===== config.mk =====
export PLATFORM = sky130hd
export DESIGN_NAME = proj_gfm_collector
export DESIGN_NICKNAME = d
export VERILOG_FILES = /design/src/rtl/proj_pkg.sv /design/src/rtl/proj_gfm_fifo.sv /design/src/rtl/proj_gfm_collector.sv
export SDC_FILE = /design/constraint.sdc
export NUM_CORES = 1
export LEC_CHECK = 0
export BUFFER_PORTS_ARGS = -buffer_cell sky130_fd_sc_hd__clkbuf_2
export CAP_MARGIN = 20
export CORE_AREA = 2 2 190 192
export CTS_BUF_LIST = sky130_fd_sc_hd__clkbuf_4 sky130_fd_sc_hd__clkbuf_8
export DETAILED_ROUTE_END_ITERATION = 8
export DIE_AREA = 0 0 192 194
export PLACE_DENSITY = 0.53
export SLEW_MARGIN = 20
export SYNTH_ARGS = -nofsm -noshare
export SYNTH_HDL_FRONTEND = slang
export SYNTH_SLANG_ARGS = --single-unit

===== constraint.sdc =====
create_clock -name clk -period 5.9 [get_ports clk]
set_clock_uncertainty 0.05 [all_clocks]
set_input_delay 1.18 -clock clk [delete_from_list [all_inputs] [get_ports clk]]
set_output_delay 1.18 -clock clk [all_outputs]
set_load 0.05 [all_outputs]

===== src/rtl/proj_pkg.sv =====
// Shared types and sizing for the GFM collector: frame struct, FSM state enum and part count.
package proj_pkg;

  localparam int FRAG_LEN_BITS        = 64;
  localparam int FRAG_PART            = 16;
  localparam int SIGNED_INDICE_LEN    = 8;
  localparam int FIFO_DEPTH           = 4;
  localparam int GFM_FRAG_PARTS_COUNT = FRAG_LEN_BITS / FRAG_PART;

  typedef struct packed {
    logic signed [SIGNED_INDICE_LEN-1:0] idx;
    logic [FRAG_LEN_BITS-1:0]            gfm;
  } gfm_frame_t;

  typedef enum logic {S_IDLE, S_COLLECT} gfm_coll_state_t;

endpackage


===== src/rtl/proj_gfm_fifo.sv =====
// Synchronous frame FIFO with head output taken from storage registers (zero while empty).
module proj_gfm_fifo
  import proj_pkg::*;
#(
  parameter int DEPTH = FIFO_DEPTH
) (
  input  logic       clk,
  input  logic       rst,
  input  logic       push,
  input  gfm_frame_t push_data,
  input  logic       pop,
  output gfm_frame_t head,
  output logic       full,
  output logic       empty,
  output logic       drop
);

  localparam int PW = $clog2(DEPTH);

  gfm_frame_t      mem [DEPTH];
  logic [PW-1:0]   wr_ptr;
  logic [PW-1:0]   rd_ptr;
  logic [PW:0]     count;
  logic            do_push;
  logic            do_pop;

  assign empty   = (count == '0);
  assign full    = (count == (PW+1)'(DEPTH));
  assign do_pop  = pop && !empty;
  // A pop in the same cycle frees the slot, so a full FIFO can still accept.
  assign do_push = push && (!full || do_pop);
  assign drop    = push && full && !do_pop;
  assign head    = empty ? '0 : mem[rd_ptr];

  always_ff @(posedge clk) begin
    if (do_push) begin
      mem[wr_ptr] <= push_data;
    end
  end

  always_ff @(posedge clk) begin
    if (rst) begin
      wr_ptr <= '0;
      rd_ptr <= '0;
      count  <= '0;
    end else begin
      if (do_push) wr_ptr <= wr_ptr + 1'b1;
      if (do_pop)  rd_ptr <= rd_ptr + 1'b1;
      count <= count + (PW+1)'(do_push) - (PW+1)'(do_pop);
    end
  end

endmodule


===== src/rtl/proj_gfm_collector.sv =====
// Reassembles extender parts into full GFM frames and queues them for a valid/ready consumer.
// Optional macro PROJ_GFM_COLLECTOR_STATS_EN adds saturating popped/dropped frame counters.
module proj_gfm_collector
  import proj_pkg::*;
(
  input  logic                                clk,
  input  logic                                rst,
  input  logic                                in_valid,
  input  logic signed [SIGNED_INDICE_LEN-1:0] in_index,
  input  logic [FRAG_PART-1:0]                in_part,
  output logic                                out_valid,
  input  logic                                out_ready,
  output logic signed [SIGNED_INDICE_LEN-1:0] out_index,
  output logic [FRAG_LEN_BITS-1:0]            out_gfm,
  output logic                                out_overflow,
  output logic                                out_idx_err
`ifdef PROJ_GFM_COLLECTOR_STATS_EN
  ,
  output logic [15:0]                         out_frame_cnt,
  output logic [15:0]                         out_drop_cnt
`endif
);

  localparam int CNT_W = (GFM_FRAG_PARTS_COUNT > 1) ? $clog2(GFM_FRAG_PARTS_COUNT) : 1;
  localparam logic [CNT_W-1:0] LAST = CNT_W'(GFM_FRAG_PARTS_COUNT - 1);

  gfm_coll_state_t                     state;
  logic [CNT_W-1:0]                    cnt;
  logic signed [SIGNED_INDICE_LEN-1:0] idx_q;
  logic [FRAG_LEN_BITS-1:0]            asm_q;
  logic                                push;
  gfm_frame_t                          push_frame;
  gfm_frame_t                          head;
  logic                                fifo_full;
  logic                                fifo_empty;
  logic                                drop;

  // The final part is merged combinationally so the frame is written on the same edge.
  always_comb begin
    push           = 1'b0;
    push_frame.idx = idx_q;
    push_frame.gfm = asm_q;
    push_frame.gfm[(GFM_FRAG_PARTS_COUNT-1)*FRAG_PART +: FRAG_PART] = in_part;
    if (GFM_FRAG_PARTS_COUNT == 1) begin
      push           = in_valid;
      push_frame.idx = in_index;
    end else begin
      push = in_valid && (state == S_COLLECT) && (cnt == LAST);
    end
  end

  always_ff @(posedge clk) begin
    if (rst) begin
      state        <= S_IDLE;
      cnt          <= '0;
      idx_q        <= '0;
      asm_q        <= '0;
      out_overflow <= 1'b0;
      out_idx_err  <= 1'b0;
    end else begin
      if (drop) out_overflow <= 1'b1;
      if (in_valid && GFM_FRAG_PARTS_COUNT > 1) begin
        case (state)
          S_IDLE: begin
            idx_q                  <= in_index;
            asm_q[FRAG_PART-1:0]   <= in_part;
            cnt                    <= CNT_W'(1);
            state                  <= S_COLLECT;
          end
          S_COLLECT: begin
            if (in_index != idx_q) out_idx_err <= 1'b1;
            if (cnt == LAST) begin
              cnt   <= '0;
              state <= S_IDLE;
            end else begin
              asm_q[cnt*FRAG_PART +: FRAG_PART] <= in_part;
              cnt <= cnt + 1'b1;
            end
          end
          default: state <= S_IDLE;
        endcase
      end
    end
  end

  proj_gfm_fifo #(.DEPTH(FIFO_DEPTH)) u_fifo (
    .clk       (clk),
    .rst       (rst),
    .push      (push),
    .push_data (push_frame),
    .pop       (out_ready),
    .head      (head),
    .full      (fifo_full),
    .empty     (fifo_empty),
    .drop      (drop)
  );

  assign out_valid = !fifo_empty;
  assign out_index = head.idx;
  assign out_gfm   = head.gfm;

`ifdef PROJ_GFM_COLLECTOR_STATS_EN
  always_ff @(posedge clk) begin
    if (rst) begin
      out_frame_cnt <= '0;
      out_drop_cnt  <= '0;
    end else begin
      if (out_valid && out_ready && out_frame_cnt != 16'hFFFF) out_frame_cnt <= out_frame_cnt + 16'd1;
      if (drop && out_drop_cnt != 16'hFFFF) out_drop_cnt <= out_drop_cnt + 16'd1;
    end
  end
`endif

endmodule


* Word level (Yosys, flattened, before mapping)
Memories as Yosys holds them, arrays and structs flattened. A register that Yosys moved wholly into a read port is not among the register bits. Index checks and enable logic that the tools add are counted. Widths: inputs -> output; s select.
Word-level totals: flip-flop bits (word level) 84, RAM bits 288, input bits 28, output and inout port bits 75, logic and storage cells 52, memories kept 1
Memory list:
- u_fifo.mem | depth 4, width 72, read ports 1, clocked after memory_dff 1, write ports 1, RTL line proj_gfm_fifo.sv:20 | gfm_frame_t mem [DEPTH];
Cells by class: add/subtract/negate cells 6, equality and inequality tests 4, shifts and indexed selects 2, multiplexer cells 12, bitwise operators 2, reductions and logical operators 15
Operator list (number):
- $mux 72 | 1
- $bwmux 64 | 1
- $shift 16x34->64 const A | 1
- $shiftx 16x34->64 | 1
- $neg 6->34 | 1
- $pmux 16 s2 | 1
- $mux 16 | 1
- $ne 8x8->1 | 1
- $add 2x1->2 const B | 3
- $logic_and 1x1->1 | 6
- $mux 2 | 3
- $reduce_and 3->1 | 2
- $pmux 2 s2 | 1
- $reduce_and 2->1 | 2
- $add 3x1->3 | 1
- $eq 3x3->1 const B | 1
- $logic_not 1->1 | 3
- $logic_not 3->1 | 1
- $mux 1 | 3
- $sub 3x1->3 | 1
- $eq 2x2->1 const B | 1
- $ne 2x2->1 const B | 1
- $not 1->1 | 2
- $pmux 1 s2 | 1
- $logic_or 1x1->1 | 1

* Depth between registers and ports, before layout
Gate-level depths: netlist (run 1).
depth after elaboration 7, mapped depth 10, mapped depth without buffers 9

* Modules after synthesis
From an unflattened synthesis (run 1), not the netlist that was laid out.
Unflattened totals: cell total of the unflattened synthesis 798, area total of the unflattened synthesis 13795.7 um^2
By module, submodules not included:
- proj_gfm_fifo | times used 1, cells an instance 507, area an instance 11348.4 um^2, sequential area each 8828.5 um^2
- proj_gfm_collector | times used 1, cells an instance 291, area an instance 2447.3 um^2, sequential area each 1221.2 um^2

* Worst setup path before layout (run 1)
OpenSTA, ideal clock, no wires.
kind in2reg, start input port in_valid, end memory u_fifo.mem[0][0] (netlist name), enable pin, library setup time 0.438 ns, arrival 3.467 ns, data required time 5.412 ns, path slack 1.945 ns, cell stages on the path 5, path buffers 2, path through buf_4 > and3_1 > nor2b_1 > buf_2 > and2_1
Between the ends: longest elaborated chain between the ends 5
RTL lines:
- start: declaration | RTL line proj_gfm_collector.sv:8 | input logic in_valid,
- $logic_and 1x1->1 (2 in a row) | RTL line proj_gfm_collector.sv:48 | push = in_valid && (state == S_COLLECT) && (cnt == LAST);
- $logic_and 1x1->1 | RTL line proj_gfm_fifo.sv:31 | assign do_push = push && (!full || do_pop);
- via u_fifo.do_push | RTL line proj_gfm_fifo.sv:24 | logic do_push;
- $mux 1 | RTL line proj_gfm_fifo.sv:36 | if (do_push) begin
- $mux 1 (not written as such) | RTL line proj_gfm_fifo.sv:37 | mem[wr_ptr] <= push_data;
- end: declaration | RTL line proj_gfm_fifo.sv:20
The timed path passes the listed nets, and every way through them passes these cells.

==> run summary, run 1 <==
Vias in the first global route: 7,466
Cell leakage power: 5.37 nW
Routed Wire Length: 30,100 um
Largest net degree at the start of global routing: 61
Average wire per standard cell: 21.3 um
Drt pass-1 iters: 7
Clock buffer depth: 3
CP top delay family: flip-flops
Post-CTS Setup Inserts: 0
Max stage delay cell, worst path: dfxtp_4
Die width: 192 um
Hold buffers post-CTS: 0
Share of the synthesized area in the top cell type: 62.2%
Proportion of layout cells with a drive suffix above 1: 33.7%
Vias per inst: 5.03
Unrepaired setup endpoints after global routing: no
RePlAce Congestion: 0.681
Total power: 6.71 mW
Count of unique library cells instantiated by Yosys: 41
Initial core utilization: 39.4%
Clk sinks: 358
Setup_tns: 0 ns
Final setup viols: 0
Final Cycle Share: 71.6%
Seq cells post-synth: 358
Area leader, netlist: edfxtp_1
Post-Syn Area: 13,900 um^2
Drt drc: 0
Arr. time, crit path: 2.99 ns
Dominant cells by area after synthesis: edfxtp_1 (62%), mux4_2 (11%), dfxtp_1 (10%)
Die Height: 194 um
Full die area: 37,200 um^2
Max Cap Viol: 0
VDD IR max: 0.385 mV
CP endpoint kind: output pin
Synthesis Warnings: 0
DRT iter0 DRCs: 432
First-pass GRT wire length: 45,700 um
CP max FO: 37
Worst-path cell chain: buf_4, mux4_2, and2_1, clkbuf_2
Synthesized Nets: 809
R2R Setup Slk: 2.76 ns
Number of fill cells: 3,184
GRT Overall Usage: 16.4%
Core Region: 35,200 um^2
Reg clk slew, reported paths: 0.06 ns
Startpoint Class: flip-flop
Syn avg cell area: 18.0 um^2
Max Fclk: 237 MHz
Final hold viol count: 0
DP Wirelength: 17,300 um
Crit-path max cell delay: 0.89 ns
Initial antenna violation count: 0
HP Class: flip-flop to flip-flop
Final Max Tran Viols: 0
CP bufs+invs: 2
Commonest cells after routing, fill and taps aside: edfxtp_1 (288), clkbuf_2 (102), and2_1 (72), clkbuf_8 (72), mux4_2 (70)
Syn Inst Count: 771
Root Buffer: clkbuf_8
Total grt overflow: 0
WP data required: 4.67 ns
Nets: 941
Commonest non-fill, non-tap cell in the layout: edfxtp_1
H-Tree Depth: 2
Slew HR: 32.7%
Total CTS buffers: 58
Final min period: 4.22 ns
Port Buf Inserts: 102
Status: complete, no violations
P per Cell Area: 420 nW/um^2
Worst-skew pair later-pin latency: 0.58 ns
# rows: 69
CTS tree: done
Worst slew pin tran: 1.01 ns
WS Path Type: flip-flop to output pin
Vias after detailed routing: 7,111
Routed Antenna Nets: 0
Seq/Total Area, Yosys: 72.3%
Post-CTS resize count: 0
Area Growth Syn to Fin: 14.9%
# IOs: 103
==> state kept, by name (all words and copies together), names as in the netlist, named ones only <==
register       count
out_idx_err        1
cnt                2
state              1
u_fifo.count       3
u_fifo.rd_ptr      2
u_fifo.wr_ptr      2
u_fifo.mem       288
idx_q              8
asm_q             48
out_overflow       1
==> final timing paths <==
kind / start / endpoint / depth (start not counted)
worst min-delay path: out_overflow$_SDFFE_PP0P_ / out_overflow$_SDFFE_PP0P_ / 2
worst max-delay path: flip-flop / out_gfm[30] / 4
worst min register to register: out_overflow$_SDFFE_PP0P_ / out_overflow$_SDFFE_PP0P_ / 2
worst max register to register: cnt[0]$_SDFFE_PP0P_ / u_fifo.mem[0][37]$_DFFE_PP_ / 5
==> where the power goes <==
group	internal, mW	switching [mW]
sequential	2.74	0.106
clock	1.25	0.952
combinational	0.478	1.18
==> metal layers <==
metal | GRT usage (%) | vias to the layer above | routed length [um]
met2 | 25.3 | 183 | 13900
li1 | - | 3236 | -
met4 | 3.68 | 0 | 408
met1 | 24.5 | 3653 | 14400
met3 | 3.04 | 39 | 1490
met5 | 0 | - | 0
==> cell type report <==
class | instances | area [um^2] | area share [%]
Inverter | 7 | 26.3 | 0.165
Clock inverter | 20 | 121 | 0.760
Tap cell | 461 | 577 | 3.61
Sequential cell | 358 | 10100 | 63.0
Multi-Input combinational cell | 361 | 3440 | 21.6
Clock buffer | 89 | 1120 | 7.01
Antenna cell | 1 | 2.50 | 0.0157
Timing Repair Buffer | 117 | 623 | 3.90
==> tightest hold or removal path, cell delays in order (launching register included) <==
cell and delay [ns]:
dfxtp_1 0.32, a21oi_1 0.04, nor2_1 0.07
==> synthesized netlist by cell type, drive strengths merged <==
cell type  instances
clkbuf            16
o21a               1
nor3               1
nor2b              3
nand4              2
nor2              38
xnor2             10
xor2               3
nand2             36
and3b              1
buf               29
a22oi             16
or3                1
fa                 1
and2b              1
and3               1
nor3b              2
mux2i             10
mux4              72
o22ai              1
and2              78
ha                 9
a21oi             34
nand3             34
dfxtp             70
o21ai              3
nor4b              2
edfxtp           288
nand2b             1
inv                7
==> per-stage QoR <==
stage	utilization (%)	hold slack, ns	setup slack, ns	instance area (um^2)	cells
after floorplan	-	0.409	1.94	13900	771
after global placement	41.8	0.408	2.17	14700	1304
after detailed placement	41.8	0.406	2.14	14700	1304
after CTS	45.3	0.421	1.51	16000	1413
after global routing	45.3	0.465	1.40	16000	1413
final	45.3	0.416	1.68	16000	1414
==> logic make-up after synthesis <==
kind of cell    share of synthesized area (%)
flops                                    72.3
simple gates                             7.95
mux                                      12.4
compound gates                           2.52
buf+inv                                  2.97
xor+xnor                                0.820
fa+ha+maj                               0.955
Power figures use the tool's default switching activity.
==> run 2: changes to the inputs <==
==> constraint.sdc (replaced) <==
create_clock -name clk -period 4.4 [get_ports clk]
set_clock_uncertainty 0.05 [all_clocks]
set_input_delay 0.88 -clock clk [delete_from_list [all_inputs] [get_ports clk]]
set_output_delay 0.88 -clock clk [all_outputs]
set_load 0.05 [all_outputs]
==> run summary, run 2 (synthesis results as in run 1) <==
Status: complete, no violations
WS Path Type: flip-flop to output pin
Vias in the first global route: 7,337
Total CTS buffers: 55
Psw: 2.96 mW
Slew HR: 41.2%
RePlAce Congestion: 0.701
Initial antenna violation count: 0
Clock Power Share: 32.4%
Final hold viol count: 0
Commonest cells after routing, fill and taps aside: edfxtp_1 (288), clkbuf_2 (102), and2_1 (72)
Largest net degree at the start of global routing: 76
Sequential power share: 42.0%
Arr. time, crit path: 2.59 ns
# rows: 69
CP max FO: 18
Clock buffer depth: 3
Proportion of layout cells with a drive suffix above 1: 33.1%
Final Max Tran Viols: 0
Root Buffer: clkbuf_8
Drt drc: 0
Die width: 192 um
Max Fclk: 284 MHz
VDD IR max: 0.474 mV
Average wire per standard cell: 21.0 um
Area Growth Syn to Fin: 15.2%
DRT iter0 DRCs: 348
R2R Setup Slk: 1.57 ns
First-pass GRT wire length: 44,400 um
Unrepaired setup endpoints after global routing: no
Largest reg by FF count: u_fifo.mem
Int Power: 6.01 mW
Vias after detailed routing: 7,052
Final Cycle Share: 80.1%
Vias per inst: 5.01
Switching portion of total power: 33.0%
Worst slew pin tran: 0.882 ns
Largest register FFs: 288
Hold buffers post-CTS: 0
Drt pass-1 iters: 5
P per Cell Area: 560 nW/um^2
Fin util: 45.4%
Initial core utilization: 39.4%
Core Region: 35,200 um^2
Worst-skew pair later-pin latency: 0.57 ns
HP Class: flip-flop to flip-flop
Die Height: 194 um
Cell leakage power: 5.36 nW
N_diodes: 0
Commonest non-fill, non-tap cell in the layout: edfxtp_1
Post-CTS resize count: 0
Startpoint Class: flip-flop
Post-CTS Setup Inserts: 0
CP endpoint kind: output pin
Routed Wire Length: 29,600 um
Port Buf Inserts: 102
Max Cap Viol: 0
Full die area: 37,200 um^2
Final min period: 3.52 ns
Comb power frac: 25.6%
Nets: 939
Total grt overflow: 0
Top Registers: u_fifo.mem (288), asm_q (48), idx_q (8)
Final setup viols: 0
# IOs: 103
Reg clk slew, reported paths: 0.06 ns
GRT Overall Usage: 16.0%
H-Tree Depth: 2
Clk sinks: 358
Routed Antenna Nets: 0
DP Wirelength: 17,300 um
CTS tree: done
WP data required: 3.47 ns
Setup_tns: 0 ns
[run 2: final timing paths]
kind	cells after the start	endpoint	from
worst max-delay path	4	out_gfm[9]	flip-flop
worst min-delay path	2	out_idx_err$_SDFFE_PP0P_	out_idx_err$_SDFFE_PP0P_
worst min register to register	2	out_idx_err$_SDFFE_PP0P_	out_idx_err$_SDFFE_PP0P_
worst max register to register	5	u_fifo.mem[1][30]$_DFFE_PP_	cnt[0]$_SDFFE_PP0P_
[run 2: cell type report]
type	count	area (um^2)
Multi-Input combinational cell	361	3450
Timing Repair Buffer	118	706
Tap cell	461	577
Fill cell	3118	19200
Clock inverter	19	161
Clock buffer	83	1040
Sequential cell	358	10100
Inverter	7	26.3
[run 2: power groups by stage]
stage,Combinational (mW),Sequential (mW),Clock (mW)
global route,2.44,3.78,3.12
CTS,2.35,3.78,2.98
detailed placement,2.35,3.85,0
finish,2.29,3.77,2.90
global placement,2.34,3.85,0
floorplan,1.94,3.77,0
[run 2: worst max-delay path: stages, from the launching register on]
cell	delay [ns]
dfxtp_4	0.59
buf_4	0.41
mux4_2	0.59
and2_1	0.18
clkbuf_2	0.23
[run 2: through the flow]
| step | instance area [um^2] | cells | power (mW) | hold WS (ns) | setup WS [ns] |
|---|---|---|---|---|---|
| floorplan | 13900 | 771 | 5.71 | 0.409 | 0.745 |
| global placement | 14800 | 1305 | 6.19 | 0.408 | 1.32 |
| detailed placement | 14800 | 1305 | 6.19 | 0.409 | 1.26 |
| CTS | 16000 | 1407 | 9.11 | 0.431 | 0.743 |
| global route | 16000 | 1407 | 9.34 | 0.464 | 0.697 |
| finish | 16000 | 1407 | 8.97 | 0.423 | 0.876 |
[run 2: layer usage]
layer / up-vias / track usage [%] / share of wire, %
met5: - / 0 / 0
met4: 0 / 3.96 / 1.5
met3: 36 / 2.70 / 5.0
met2: 201 / 25.6 / 47
met1: 3591 / 23.0 / 46
li1: 3224 / - / -
==> run 3: changes to the inputs <==
--- a/config.mk
+++ b/config.mk
@@ -5,13 +5,14 @@
 export SDC_FILE = /design/constraint.sdc
 export NUM_CORES = 1
 export LEC_CHECK = 0
+export ABC_AREA = 1
 export BUFFER_PORTS_ARGS = -buffer_cell sky130_fd_sc_hd__clkbuf_2
 export CAP_MARGIN = 20
-export CORE_AREA = 2 2 190 192
+export CORE_AREA = 2 2 192 194
 export CTS_BUF_LIST = sky130_fd_sc_hd__clkbuf_4 sky130_fd_sc_hd__clkbuf_8
 export DETAILED_ROUTE_END_ITERATION = 8
-export DIE_AREA = 0 0 192 194
-export PLACE_DENSITY = 0.53
+export DIE_AREA = 0 0 194 196
+export PLACE_DENSITY = 0.55
 export SLEW_MARGIN = 20
 export SYNTH_ARGS = -nofsm -noshare
 export SYNTH_HDL_FRONTEND = slang
==> constraint.sdc (replaced) <==
create_clock -name clk -period 3.2 [get_ports clk]
set_clock_uncertainty 0.05 [all_clocks]
set_input_delay 0.64 -clock clk [delete_from_list [all_inputs] [get_ports clk]]
set_output_delay 0.64 -clock clk [all_outputs]
set_load 0.05 [all_outputs]
==> run summary, run 3 <==
Status: complete, no violations
Clk sinks: 358
Finished Cell Area: 16,500 um^2
Post-Syn Area: 14,200 um^2
Worst-skew pair later-pin latency: 0.59 ns
Vias per inst: 5.00
Total grt overflow: 0
DP Wirelength: 20,800 um
Share of the synthesized area in the top cell type: 60.8%
Hold Crit Depth: 3
R2r endpoint: u_fifo.count[2]$_SDFF_PP0_
Average wire per standard cell: 18.3 um
Setup_tns: 0 ns
Reg clk slew, reported paths: 0.06 ns
End of the worst hold path: idx_q[7]$_SDFFE_PP0P_
Largest net degree at the start of global routing: 73
Vias after detailed routing: 9,508
Area leader, netlist: edfxtp_1
Count of unique library cells instantiated by Yosys: 31
Ys flop type: edfxtp_1
Slew HR: 51.0%
VDD IR max: 0.518 mV
WS Path Type: flip-flop to output pin
Placed Area: 15,200 um^2
CTS tree: done
Drt drc: 0
CP endpoint kind: output pin
Synthesized Nets: 1,304
Seq cells post-synth: 358
Commonest non-fill, non-tap cell in the layout: nor2_1
Synthesis Warnings: 0
Die width: 194 um
Reg-to-Reg Start: u_fifo.count[1]$_SDFF_PP0_
Top Registers: u_fifo.mem (288), asm_q (48), idx_q (8)
Max Fclk: 320 MHz
Die Height: 196 um
Final hold viol count: 0
Most common cell in the netlist: nor2_1
Drt pass-1 iters: 5
Largest reg by FF count: u_fifo.mem
DRT iter0 DRCs: 488
Metal2 WL: 16,300 um
HP Start: in_index[7]
Clock buffer depth: 3
H-Tree Depth: 2
Worst r2r path cells: 10
Initial core utilization: 39.4%
EDFF count, synth: 288
R2R Setup Slk: 0.78 ns
HP Class: input pin to flip-flop
Startpoint Class: flip-flop
Max Cap Viol: 0
P per Cell Area: 849 nW/um^2
# IOs: 103
N_diodes: 0
WP data required: 2.51 ns
Port Buf Inserts: 102
Vias in the first global route: 9,347
Top sig layer: met5
Largest register FFs: 288
Final Max Tran Viols: 0
Initial antenna violation count: 2
Root Buffer: clkbuf_8
Unrepaired setup endpoints after global routing: no
Met1 wire length: 15,700 um
Nets: 1,423
Final setup viols: 0
Total CTS buffers: 58
Seq/Total Area, Yosys: 70.7%
Full die area: 38,000 um^2
Routed Wire Length: 34,700 um
Final min period: 3.13 ns
Cell leakage power: 5.95 nW
Dominant cells by area after synthesis: edfxtp_1 (61%), dfxtp_1 (9.9%), nor2_1 (9.1%)
Arr. time, crit path: 2.44 ns
Core Region: 36,100 um^2
GRT Overall Usage: 18.1%
CP max FO: 25
Synth cell count leaders: nor2_1 (343), edfxtp_1 (288), a21oi_1 (132)
Ys async rst share: 0%
Commonest cells after routing, fill and taps aside: nor2_1 (339), edfxtp_1 (288), a21oi_1 (132)
Area Growth Syn to Fin: 16.0%
Worst slew pin tran: 0.735 ns
# rows: 70
Routed Antenna Nets: 0
RePlAce Congestion: 0.763
Final Cycle Share: 97.7%
Met3 WL: 1980 um
Syn avg cell area: 11.2 um^2
First-pass GRT wire length: 53,400 um
Syn Inst Count: 1,266
Proportion of layout cells with a drive suffix above 1: 17.7%
run 3: changes by cell type after synthesis, moves of 16 or more:
cell / delta
a21oi_1: +106
nand2_1: +21
and2_1: -76
mux4_2: -70
a22oi_1: -16
nand3_1: -24
inv_1: +54
o21ai_0: +129
o21ai_1: +72
nor2_1: +305
run 3: layer usage:
metal  track usage (%)  up-vias
li1                  -     4610
met1              24.3     4593
met2              29.9      247
met3              3.64       54
met4              5.39        4
met5                 0        -
run 3: final cells by class:
class / count / area (um^2)
clock buffer: 88 / 1080
clock inverter: 20 / 139
fill: 3384 / 19600
inverter: 66 / 251
multi-input combinational: 768 / 3550
sequential: 358 / 10100
tap: 468 / 586
timing repair buffer: 133 / 832
run 3: cell families (layout without fill, tap and decap cells):
kind of cell	Yosys count	in the layout	share of synthesized area, %
and+or+nand+nor	413	413	11.3
DFF	358	358	70.7
buffers and inverters	140	307	4.60
adders and majority gates	10	10	0.933
AOI/OAI and AO/OA	340	340	12.2
xor gates and xnor gates	5	5	0.308
run 3: worst max path at each step:
stage                                   start                          to  slack, ns
after floorplan           cnt[0]$_SDFFE_PP0P_  u_fifo.mem[0][0]$_DFFE_PP_      -0.20
after global placement              flip-flop                  out_gfm[0]       0.55
after detailed placement            flip-flop                  out_gfm[0]       0.53
after CTS                           flip-flop                 out_gfm[17]      0.008
after global routing                flip-flop                 out_gfm[17]      0.005
final                               flip-flop                  out_gfm[0]       0.07
run 3: repair_timing:
item | 4_1_cts | 5_1_grt
endpoints found under the setup margin | 19 | 11
setup buffers | 1 | 1
hold buffers | 0 | 0
gates resized for setup | 0 | 2
run 3: per-stage QoR:
stage                     hold slack, ns  power (mW)  utilization [%]  instances  worst slack (ns)
after global placement             0.391        10.0             42.2       1791             0.547
after global routing               0.248        14.6             45.7       1901           0.00537
after detailed placement           0.395        10.1             42.2       1791             0.527
final                              0.258        14.0             45.7       1901            0.0730
after floorplan                    0.401        8.73                -       1266            -0.197
after CTS                          0.220        14.1             45.7       1900           0.00754
run 3: worst max-delay path, cell delays in order (launching register included):
cell and delay [ns]:
dfxtp_4 0.43, inv_4 0.26, buf_4 0.31, o21ai_0 0.12, a21oi_1 0.38, clkbuf_4 0.33
run 3: report_power, final:
part / internal [mW] / switching [mW]
combinational: 1.01 / 3.72
sequential: 5.10 / 0.121
clock: 2.31 / 1.74
